===== config.mk =====
export PLATFORM = sky130hd
export DESIGN_NAME = vend_ctrl_multi
export DESIGN_NICKNAME = d
export VERILOG_FILES = /design/src/rtl/vend_ctrl_multi.sv
export SDC_FILE = /design/constraint.sdc
export NUM_CORES = 1
export LEC_CHECK = 0
export ABC_AREA = 1
export BUFFER_PORTS_ARGS = -buffer_cell sky130_fd_sc_hd__buf_2
export CORE_MARGIN = 10
export CORE_UTILIZATION = 49
export DETAILED_ROUTE_END_ITERATION = 16
export PLACE_DENSITY = 0.79
export REMOVE_ABC_BUFFERS = 1
export SLEW_MARGIN = 40
export SYNTH_ARGS = -nofsm -noshare
export SYNTH_HDL_FRONTEND = slang
export SYNTH_SLANG_ARGS = --single-unit

===== constraint.sdc =====
create_clock -name clk -period 2.7 [get_ports clk]
set_input_delay 0.54 -clock clk [delete_from_list [all_inputs] [get_ports clk]]
set_output_delay 0.54 -clock clk [all_outputs]
set_load 0.01 [all_outputs]

===== src/rtl/vend_ctrl_multi.sv =====
// Multi-product vending controller: coin accumulation, priced selection, vend strobe,
// and change/refund returned as bounded units over a valid/ready handshake.
module vend_ctrl_multi #(
   parameter int unsigned COIN_W   = 5,
   parameter int unsigned BAL_W    = 7,
   parameter int unsigned N_PROD   = 4,
   parameter int unsigned SEL_W    = 2,
   parameter int unsigned CHG_UNIT = 10
) (
   input  logic                    clk,
   input  logic                    rst,
   input  logic                    coin_valid,
   input  logic [COIN_W-1:0]       coin_val,
   output logic                    coin_ready,
   output logic                    coin_rej,
   input  logic                    sel_valid,
   input  logic [SEL_W-1:0]        sel_id,
   output logic                    sel_rej,
   input  logic                    cancel,
   input  logic [N_PROD*BAL_W-1:0] prices,
   output logic                    vend,
   output logic [SEL_W-1:0]        vend_id,
   output logic                    chg_valid,
   output logic [BAL_W-1:0]        chg_amt,
   input  logic                    chg_ready,
   output logic [BAL_W-1:0]        balance
);

   localparam logic [BAL_W:0]   BalMax  = {1'b0, {BAL_W{1'b1}}};
   localparam logic [BAL_W-1:0] ChgUnit = BAL_W'(CHG_UNIT);

   typedef enum logic [1:0] {StAccum, StVend, StChange} state_e;

   state_e            state_q, state_d;
   logic [BAL_W-1:0]  bal_q, bal_d;
   logic [BAL_W-1:0]  price_q, price_d;
   logic [SEL_W-1:0]  vend_id_q, vend_id_d;
   logic              coin_rej_q, coin_rej_d;
   logic              sel_rej_q, sel_rej_d;

   logic              coin_fire;
   logic              coin_ok;
   logic [BAL_W:0]    coin_sum;
   logic [BAL_W-1:0]  bal_acc;
   logic [BAL_W-1:0]  sel_price;
   logic              sel_in_range;
   logic [BAL_W-1:0]  bal_after_vend;
   logic [BAL_W-1:0]  bal_after_chg;

   assign coin_ready = (state_q == StAccum);
   assign vend       = (state_q == StVend);
   assign vend_id    = vend_id_q;
   assign chg_valid  = (state_q == StChange);
   assign chg_amt    = chg_valid ? ((bal_q < ChgUnit) ? bal_q : ChgUnit) : '0;
   assign coin_rej   = coin_rej_q;
   assign sel_rej    = sel_rej_q;
   assign balance    = bal_q;

   // Overflow is detected in one extra bit so the balance can never wrap.
   assign coin_fire = coin_valid & coin_ready;
   assign coin_sum  = {1'b0, bal_q} + (BAL_W + 1)'(coin_val);
   assign coin_ok   = (coin_sum <= BalMax);
   assign bal_acc   = (coin_fire && coin_ok) ? coin_sum[BAL_W-1:0] : bal_q;

   assign sel_in_range   = (32'(sel_id) < N_PROD);
   assign bal_after_vend = bal_q - price_q;
   assign bal_after_chg  = bal_q - chg_amt;

   always_comb begin
      sel_price = '0;
      for (int i = 0; i < int'(N_PROD); i++) begin
         if (32'(sel_id) == i) sel_price = prices[i*BAL_W +: BAL_W];
      end
   end

   always_comb begin
      state_d    = state_q;
      bal_d      = bal_q;
      price_d    = price_q;
      vend_id_d  = vend_id_q;
      coin_rej_d = 1'b0;
      sel_rej_d  = 1'b0;
      unique case (state_q)
         StAccum: begin
            bal_d      = bal_acc;
            coin_rej_d = coin_fire && !coin_ok;
            if (cancel) begin
               if (bal_acc != '0) state_d = StChange;
            end else if (sel_valid) begin
               // Affordability uses the registered balance; a same-cycle coin still lands.
               if (!sel_in_range || sel_price == '0 || bal_q < sel_price) begin
                  sel_rej_d = 1'b1;
               end else begin
                  price_d   = sel_price;
                  vend_id_d = sel_id;
                  state_d   = StVend;
               end
            end
         end
         StVend: begin
            bal_d   = bal_after_vend;
            state_d = (bal_after_vend != '0) ? StChange : StAccum;
         end
         StChange: begin
            if (chg_ready) begin
               bal_d = bal_after_chg;
               if (bal_after_chg == '0) state_d = StAccum;
            end
         end
         default: state_d = StAccum;
      endcase
   end

   always_ff @(posedge clk or negedge rst) begin
      if (!rst) begin
         state_q    <= StAccum;
         bal_q      <= '0;
         price_q    <= '0;
         vend_id_q  <= '0;
         coin_rej_q <= 1'b0;
         sel_rej_q  <= 1'b0;
      end else begin
         state_q    <= state_d;
         bal_q      <= bal_d;
         price_q    <= price_d;
         vend_id_q  <= vend_id_d;
         coin_rej_q <= coin_rej_d;
         sel_rej_q  <= sel_rej_d;
      end
   end

endmodule


**Yosys cells after proc, flatten, opt, wreduce, memory -nomap -nowiden**

Cells that the tools add are included.

- Add/sub/neg operators: 3
- Magnitude comparators: 3
- Equal/unequal tests: 10
- Muxes and demuxes: 22
- Bitwise operators: 3
- Reductions and logical operators: 14

Operators by type and width:

| kind | number |
|---|---|
| $mux W7 | 8 |
| $pmux W7 S3 | 1 |
| $logic_not A7 Y1 | 2 |
| $mux W2 | 7 |
| $reduce_bool A7 Y1 | 2 |
| $sub A7 B7 Y7 | 2 |
| $add A7 B5 Y8 | 1 |
| $le A8 B7 Y1 const B | 1 |
| $lt A7 B4 Y1 const B | 1 |
| $lt A7 B7 Y1 | 1 |
| $eq A2 B2 Y1 const B | 3 |
| $pmux W2 S3 | 1 |
| $mux W1 | 5 |
| $reduce_and A5 Y1 | 1 |
| $eq A2 B1 Y1 const B | 2 |
| $logic_not A2 Y1 | 2 |
| $ne A2 B1 Y1 const B | 2 |
| $reduce_and A4 Y1 | 1 |
| $ne A3 B1 Y1 const B | 1 |
| $ne A3 B2 Y1 const B | 1 |
| $ne A3 B3 Y1 const B | 1 |
| $reduce_bool A3 Y1 | 1 |
| $logic_and A1 B1 Y1 | 2 |
| $not A1 Y1 | 2 |
| other kinds (4) | 4 |

- Flip-flop bits (word level): 20
- Bits of input ports: 41
- Output and inout bits: 21

**Depth between registers and ports, before layout**

Gate-level depths: netlist (run 1).

- Depth in word-level cells: 11
- Mapped depth: 23
- Depth with buffers taken out: 23

**Worst setup path after synthesis (run 1)**

Ideal clock, no wire load.

- Path type: register -> register
- Start: register state_q[0]
- End: register state_q[0]
- Library setup time: 0.116 ns
- Data arrival time: 2.767 ns
- Path slack: -0.183 ns
- Cell stages (with the launch flop): 23
- Path buffers: 1
- Period minus slack after synthesis: 2.883 ns
- Cell sequence: dfrtp_1 inv_1 ha_1 inv_2 buf_2 nor3_1 ha_1 inv_1 ha_1 inv_1 nand2_1 nand2_1 nand2_1 nand2_1 a21oi_1 nor2_1 nand3_1 nand2_1 nand2_1 nor2_2 nand2_1 nand2_1 nand2_1

- Elaborated cells on any way between the ends: 17
- Classes of those cells: add/sub (1); eq/ne (7); mux (3); bitwise (1); reduce/logical (5)

RTL lines:

| what | RTL line | source |
|---|---|---|
| start: declaration | 34 | `state_e state_q, state_d;` |
| start signal: assignment | 116 | `state_q <= StAccum;` |
| start signal: assignment | 123 | `state_q <= state_d;` |
| $eq A2 B2 Y1 | 53 | `assign chg_valid = (state_q == StChange);` |
| named net chg_valid | 23 | `output logic chg_valid,` |
| $mux W7 | 54 | `assign chg_amt = chg_valid ? ((bal_q < ChgUnit) ? bal_q : ChgUnit) : '0;` |
| named net chg_amt[0] | 24 | `output logic [BAL_W-1:0] chg_amt,` |
| $sub A7 B7 Y7 | 67 | `assign bal_after_chg = bal_q - chg_amt;` |
| $logic_not A7 Y1 | 107 | `if (bal_after_chg == '0) state_d = StAccum;` |
| $ne A2 B1 Y1 (no line) | - |  |
| $reduce_and A5 Y1 (no line) | - |  |

The timed path passes the listed nets, and every way through them passes these cells.
A chain may end at the register's enable or synchronous reset.

**Final worst setup path (run 1)**

- Start: register state_q[0]
- End: register state_q[0]

- Longest elaborated chain between the ends: 7
- Elaborated cells on any way between the ends: 17
- Classes of those cells: add/sub (1); eq/ne (7); mux (3); bitwise (1); reduce/logical (5)

Ends and longest elaborated chain:

| what |
|---|
| parallel branches: the longest is 7 deep, another holds $sub A7 B7 Y7 |

Several ways; the timed one is not identified.

==> out/qor.yml, run 1 <==
cts:
  clock_path_buffers: 2
  cts.sinks: 20
  clk_pin_slew_worst_paths_ns: 0.09
  cts_tree: "yes"
  numCtsBuffers: 3
  root_buffer: "clkbuf_8"
  clk-insertion-delay-late_ns: 0.27
  ctsHtreeMaxLevel: 1
yosys:
  yosys_warnings: 0
  synth_top_cell_by_area: "dfrtp_1"
  synth_top_area_share_pct: 20.5
  synth.avg_cell_area_um2: 6.47
  yosysSeqAreaShare_pct: 20.5
  ys_seq_elements: 20
  syn_inst: 378
  synth_cell_type_count: 40
  synth_area_leaders: "dfrtp_1, nand2_1, ha_1"
  syn_area_mm2: 0.00244
setup_path:
  cpLargestDelayFamily: "simple AND/OR/NAND/NOR gates"
  worstPathBufferInverterCount: 4
  rr_endpoint: "state_q[0]"
  cp-start-kind: "flip-flop"
  worstPathArrival_ns: 2.67
  worstPathRequired_ns: 2.87
  crit_type: "reg2reg"
  r2r-start: "state_q[0]"
  r2r_slack_ns: 0.20
  cpPeakStageDelay_ns: 0.41
  worst_path_max_delay_cell: "dfrtp_1"
  rr_worst_depth: 21
  crit_chain: "inv_2 > ha_4 > inv_2 > nor3_4 > ha_1 > inv_1 > ha_1 > inv_1 > nand2_1 > nand2_2 > nand2_2 > nand2_1 > a21oi_1 > nor2_1 > nand3_1 > nand2_1 > nand2_1 > nor2_2 > nand2_1 > nand2_1 > nand2_1"
  critPathMostFrequentCell: "nand2_1"
  critPathCaptureType: "flip-flop"
  cp_max_fo: 5
timing:
  whs_ns: 0.221
  setup_viol: 0
  setup_ws_ns: 0.204
  finClkSkew_ns: 0.00692
  finalCriticalPeriod_ns: 2.50
  max_freq_mhz: 401
  drv_slew: 0
  finalCritPeriodShare_pct: 92.5
  finalHoldViolCount: 0
global_route:
  antenna_found_initial: 0
  grt_max_degree: 21
  grt_use_total_pct: 16.6
  first_global_vias: 2645
  gr-total-overflow: 0
  grt_pass1_wl_mm: 11.7
die:
  die_w_um: 90.6
  dieHeight_um: 90.6
  ios: 62
  rows: 25
  initial_core_util_pct: 51.1
  fp.coreArea_mm2: 0.00479
  die-area_mm2: 0.00821
finish:
  final_nets: 519
  final_common_cell: "nand2_1"
  final_cell_mix: "nand2_1, buf_2, inv_1, nor2_1, nand3_1"
  insertedDiodeCount: 0
  fin_util_pct: 63.1
  final_layout_size_suffix_gt1_share_pct: 27.3
  design_area_mm2: 0.00302
  area_growth_pct: 23.5
  seq_area_um2: 500
  multiInputGateArea_mm2: 0.00175
  nFillCells: 462
power:
  p_leak_nw: 1.70
  power_density_mw_per_mm2: 1250
  vdd_drop_max_mv: 0.421
outcome:
  outcome: "completed"
routing:
  initialDrtViolationCount: 175
  via_per_inst: 5.15
  drtPass1Iterations: 4
  drcViolationCount: 0
  antenna_left: 0
  via_count: 2669
  wirelength_mm: 7.16
  wl_per_cell_um: 13.8
place:
  io_buffers: 58
  gp_congestion: 0.970
  dp_hpwl_mm: 5.64
  placed_cell_area_mm2: 0.00286
  dp_slack_ns: -0.126
min_path:
  hold_class: "in2async"
job:
  cap_violations: 0
synthesized netlist by cell type (all sizes together):
library cell	number
clkbuf	2
a211oi	1
a21o	1
nand4	6
nand2	124
o211ai	5
o22ai	3
inv	54
or2	2
o21ai	32
clkinv	1
xor2	3
nor2	32
a22o	1
dfrtp	20
buf	5
a21oi	17
fa	2
o221ai	2
nand3	30
xnor2	2
ha	24
nor3	3
nand3b	2
conb	2
o21bai	2
through the flow:
step	setup TNS [ns]	cells	total power, W
finish	0	518	0.00377
global route	-0.0434	518	0.00418
CTS	0	513	0.00362
detailed placement	-0.894	509	0.00328
global placement	-0.548	509	0.00321
floorplan	-0.198	373	0.00251
worst max path at each step:
stage	cells after the start	end	slack (ns)	start
2_1_floorplan	21	state_q[0]	-0.1	state_q[0]
3_3_place_gp	16	price_q[1]	-0.07	sel_id[0]
3_5_place_dp	16	price_q[1]	-0.13	sel_id[0]
4_1_cts	21	state_q[0]	0.12	state_q[0]
5_1_grt	21	state_q[0]	-0.03	state_q[0]
6_report	21	state_q[0]	0.20	state_q[0]
flip-flops by register name, indices dropped and copies added, names as in the netlist:
register	cells
balance	7
coin_rej	1
price_q	7
sel_rej	1
state_q	2
vend_id	2
power breakdown:
part           internal, W  total (W)  switching, W
Combinational      0.00111    0.00294       0.00183
Clock             0.000198   0.000313      0.000115
Sequential        0.000440   0.000519     0.0000792
cells by family after synthesis:
kind of cell             count (synthesis)  synth area share, %
AO/OA/AOI/OAI                           64                 16.8
flip-flops                              20                 20.5
other                                    2                0.307
XOR/XNOR                                 5                 1.79
AND/OR/NAND/NOR                        199                 36.2
adder cells (fa/ha/maj)                 26                 13.9
buffers and inverters                   62                 10.5
timing repair:
action                     CTS  global route
buffers inserted             0             4
setup endpoints to repair    0            11
hold buffers                 0             0
gates resized for setup      0            12
per-layer routing:
| layer | share of wire, % | up-vias | routed length (µm) | global-route usage, % |
|---|---|---|---|---|
| li1 | - | 1377 | - | - |
| met1 | 43 | 1182 | 3060 | 19.0 |
| met2 | 48 | 95 | 3400 | 28.8 |
| met3 | 7.3 | 15 | 520 | 4.24 |
| met4 | 2.3 | 0 | 168 | 6.37 |
| met5 | 0 | - | 0 | 0 |
final cells by class:
cell class                      instances  area share (%)
Clock buffer                            3            1.37
Clock inverter                          1           0.995
Inverter                               55            6.84
Multi-Input combinational cell        299            58.1
Sequential cell                        20            16.6
Tap cell                               67            2.78
Timing Repair Buffer                   73            13.3
worst reg2reg max path, cell delays in order, from the launching register on:
cell and delay [ns]:
dfrtp_1 0.41, inv_2 0.09, ha_4 0.14, inv_2 0.06
nor3_4 0.19, ha_1 0.18, inv_1 0.04, ha_1 0.16
inv_1 0.06, nand2_1 0.06, nand2_2 0.07, nand2_2 0.07
nand2_1 0.08, a21oi_1 0.07, nor2_1 0.14, nand3_1 0.09
nand2_1 0.06, nand2_1 0.05, nor2_2 0.16, nand2_1 0.09
nand2_1 0.06, nand2_1 0.05
(Power assumes the default switching activity.)
==> inputs of run 2 (changes only) <==
==> constraint.sdc (replaced) <==
create_clock -name clk -period 2.2 [get_ports clk]
set_input_delay 0.44 -clock clk [delete_from_list [all_inputs] [get_ports clk]]
set_output_delay 0.44 -clock clk [all_outputs]
set_load 0.01 [all_outputs]
==> run 2 against run 1 <==
Against the previous run:
- the run now ends with negative setup slack left
- combinational power grew 82%
- clock skew grew 0.0042 ns
- non-clock buffer count grew 68
- final cell count grew 14%
- first-iteration DRC count grew 120%
- register-to-register slack lost 0.60 ns
- cell area grew 27%
- sequential power grew 27%
- sequential share of layout area shrank 3.5 points
- wire length grew 39%
- global-route usage grew 3.2 points
==> out/qor.yml, run 2 (synthesis results as in run 1) <==
outcome:
  outcome: "finished with violations"
  failed_checks: "negative setup slack"
finish:
  insertedDiodeCount: 0  # unchanged
  final_cell_mix: "nand2_1, buf_4, buf_2, inv_1, nand3_1"
  final_common_cell: "nand2_1"
  final_layout_size_suffix_gt1_share_pct: 44.7  # +17 points
  final_nets: 589  # +13%
  design_area_mm2: 0.00383  # +27%
  area_growth_pct: 56.9
min_path:
  hold_class: "in2async"
cts:
  numCtsBuffers: 3  # unchanged
  clk_pin_slew_worst_paths_ns: 0.09  # about the same
  clk-insertion-delay-late_ns: 0.27  # about the same
  ctsHtreeMaxLevel: 1  # unchanged
  clock_path_buffers: 2  # unchanged
  root_buffer: "clkbuf_8"
  cts_tree: "yes"
  cts.sinks: 20  # unchanged
setup_path:
  cp-start-kind: "flip-flop"
  crit_start: "balance[5]"
  cp_max_fo: 3  # -2
  worstPathArrival_ns: 2.76  # +0.09 ns
  crit_type: "reg2reg"
  worstPathRequired_ns: 2.37  # -0.50 ns
  critPathCaptureType: "flip-flop"
  r2r-start: "balance[5]"
place:
  placed_cell_area_mm2: 0.00324  # +13%
  gp_congestion: 0.934  # -3.7%
  dp_hpwl_mm: 6.33  # +12%
  dp_slack_ns: -0.409  # -0.283 ns
  io_buffers: 58  # unchanged
global_route:
  grt_pass1_wl_mm: 13.9  # +18%
  use_met3_pct: 4.24  # unchanged
  grt_max_degree: 21  # unchanged
  grt.busiest_layer: "met2"
  use_met2_pct: 36.3  # +7.5 points
  first_global_vias: 3063  # +16%
  grt_use_total_pct: 19.8  # +3.2 points
  use_met1_pct: 21.2  # +2.3 points
  gr-total-overflow: 0  # unchanged
  antenna_found_initial: 0  # unchanged
routing:
  drcViolationCount: 0  # unchanged
  initialDrtViolationCount: 379  # +120%
  drtPass1Iterations: 6  # +2
  via_per_inst: 5.60  # +8.7%
  wl_per_cell_um: 16.9  # +22%
  wirelength_mm: 9.95  # +39%
  antenna_left: 0  # unchanged
  via_count: 3294  # +23%
timing:
  tns_ns: -2.20  # -2.20 ns
  setup_viol: 16  # +16
  rsz0062_at_grt: "true"
  slew_headroom_pct: 62.5
  max_freq_mhz: 385  # -3.9%
  finalCritPeriodShare_pct: 118  # +26 points
  setup_ws_ns: -0.397  # -0.601 ns
  drv_slew: 0  # unchanged
  finalCriticalPeriod_ns: 2.60  # +0.101 ns
  finClkSkew_ns: 0.0111  # +0.00416 ns
  finalHoldViolCount: 0  # unchanged
  tightest_slew_ns: 0.561
power:
  finalPower_w: 0.00640  # +69%
  vdd_drop_max_mv: 0.805  # +91%
  p_leak_nw: 2.06  # +21%
  power_density_mw_per_mm2: 1670  # +33%
die:
  initial_core_util_pct: 51.1  # unchanged
  ios: 62  # unchanged
  rows: 25  # unchanged
  dieHeight_um: 90.6  # unchanged
  die_w_um: 90.6  # unchanged
  die-area_mm2: 0.00821  # unchanged
  fp.coreArea_mm2: 0.00479  # unchanged
job:
  cap_violations: 0  # unchanged
## run 2: cell count changes in the layout (fill, tap and decap cells not counted), sizes merged
cell / delta
nand4: +2
buf: +68
## run 2: metrics by stage
stage          utilization [%]  hold WS [ns]  instances
2_1_floorplan                -         0.144        373
3_3_place_gp              67.7         0.420        560
3_5_place_dp              67.7         0.417        560
4_1_cts                   75.2         0.131        584
5_1_grt                   80.1         0.153        588
6_report                  80.1         0.121        588
## run 2: path summary, 6_finish.rpt
| check | endpoint | slack, ns | cells past startpoint |
|---|---|---|---|
| max | state_q[0] | -0.40 | 22 |
| min | price_q[2] | 0.12 | 1 |
| max reg2reg | state_q[0] | -0.40 | 22 |
| min reg2reg | vend_id[1] | 0.49 | 2 |
| max in group asynchronous | balance[5] | 1.74 | 1 |
| min in group clk | coin_rej | 0.43 | 3 |
## run 2: layout make-up
cell class	count	area, µm²
clock buffer	3	41.3
fill	304	951
clock inverter	1	30.0
tap	67	83.8
timing repair buffer	141	951
multi-input combinational	301	2010
sequential	20	500
inverter	55	214
## run 2: worst max-delay path, cell delays in order, from the launching register on
cell and delay (ns):
dfrtp_1 0.40, inv_2 0.07, nand2_2 0.05, nor2_2 0.13
nand2_2 0.11, nor3_4 0.21, ha_2 0.24, inv_2 0.05
ha_4 0.15, inv_2 0.05, nand2_2 0.07, nand2_4 0.09
nand2_4 0.07, nand2_4 0.08, a21oi_2 0.09, nor2_4 0.11
nand3_1 0.08, nand2_1 0.08, nand2_2 0.06, nor2_4 0.12
nand2_2 0.07, nand2_1 0.07, nand2_1 0.04
## run 2: what timing repair did
item / in CTS / in global routing
hold buffers: 0 / 0
setup buffers: 22 / 5
endpoints found under the hold margin: 0 / 0
gates resized for setup: 44 / 49
setup endpoints to repair: 16 / 19
gates cloned: 0 / 3
pin swaps: 16 / 26
## run 2: routing by layer
metal | wire length [µm] | vias up
met1 | 3760 | 1515
met3 | 790 | 53
li1 | - | 1531
met2 | 4950 | 195
met5 | 0 | -
met4 | 453 | 0
## run 2: where the power goes
group | internal [W] | leakage [nW] | switching, W
clock | 0.000243 | 0.0357 | 0.000132
combinational | 0.00230 | 1.77 | 0.00306
sequential | 0.000541 | 0.254 | 0.000120
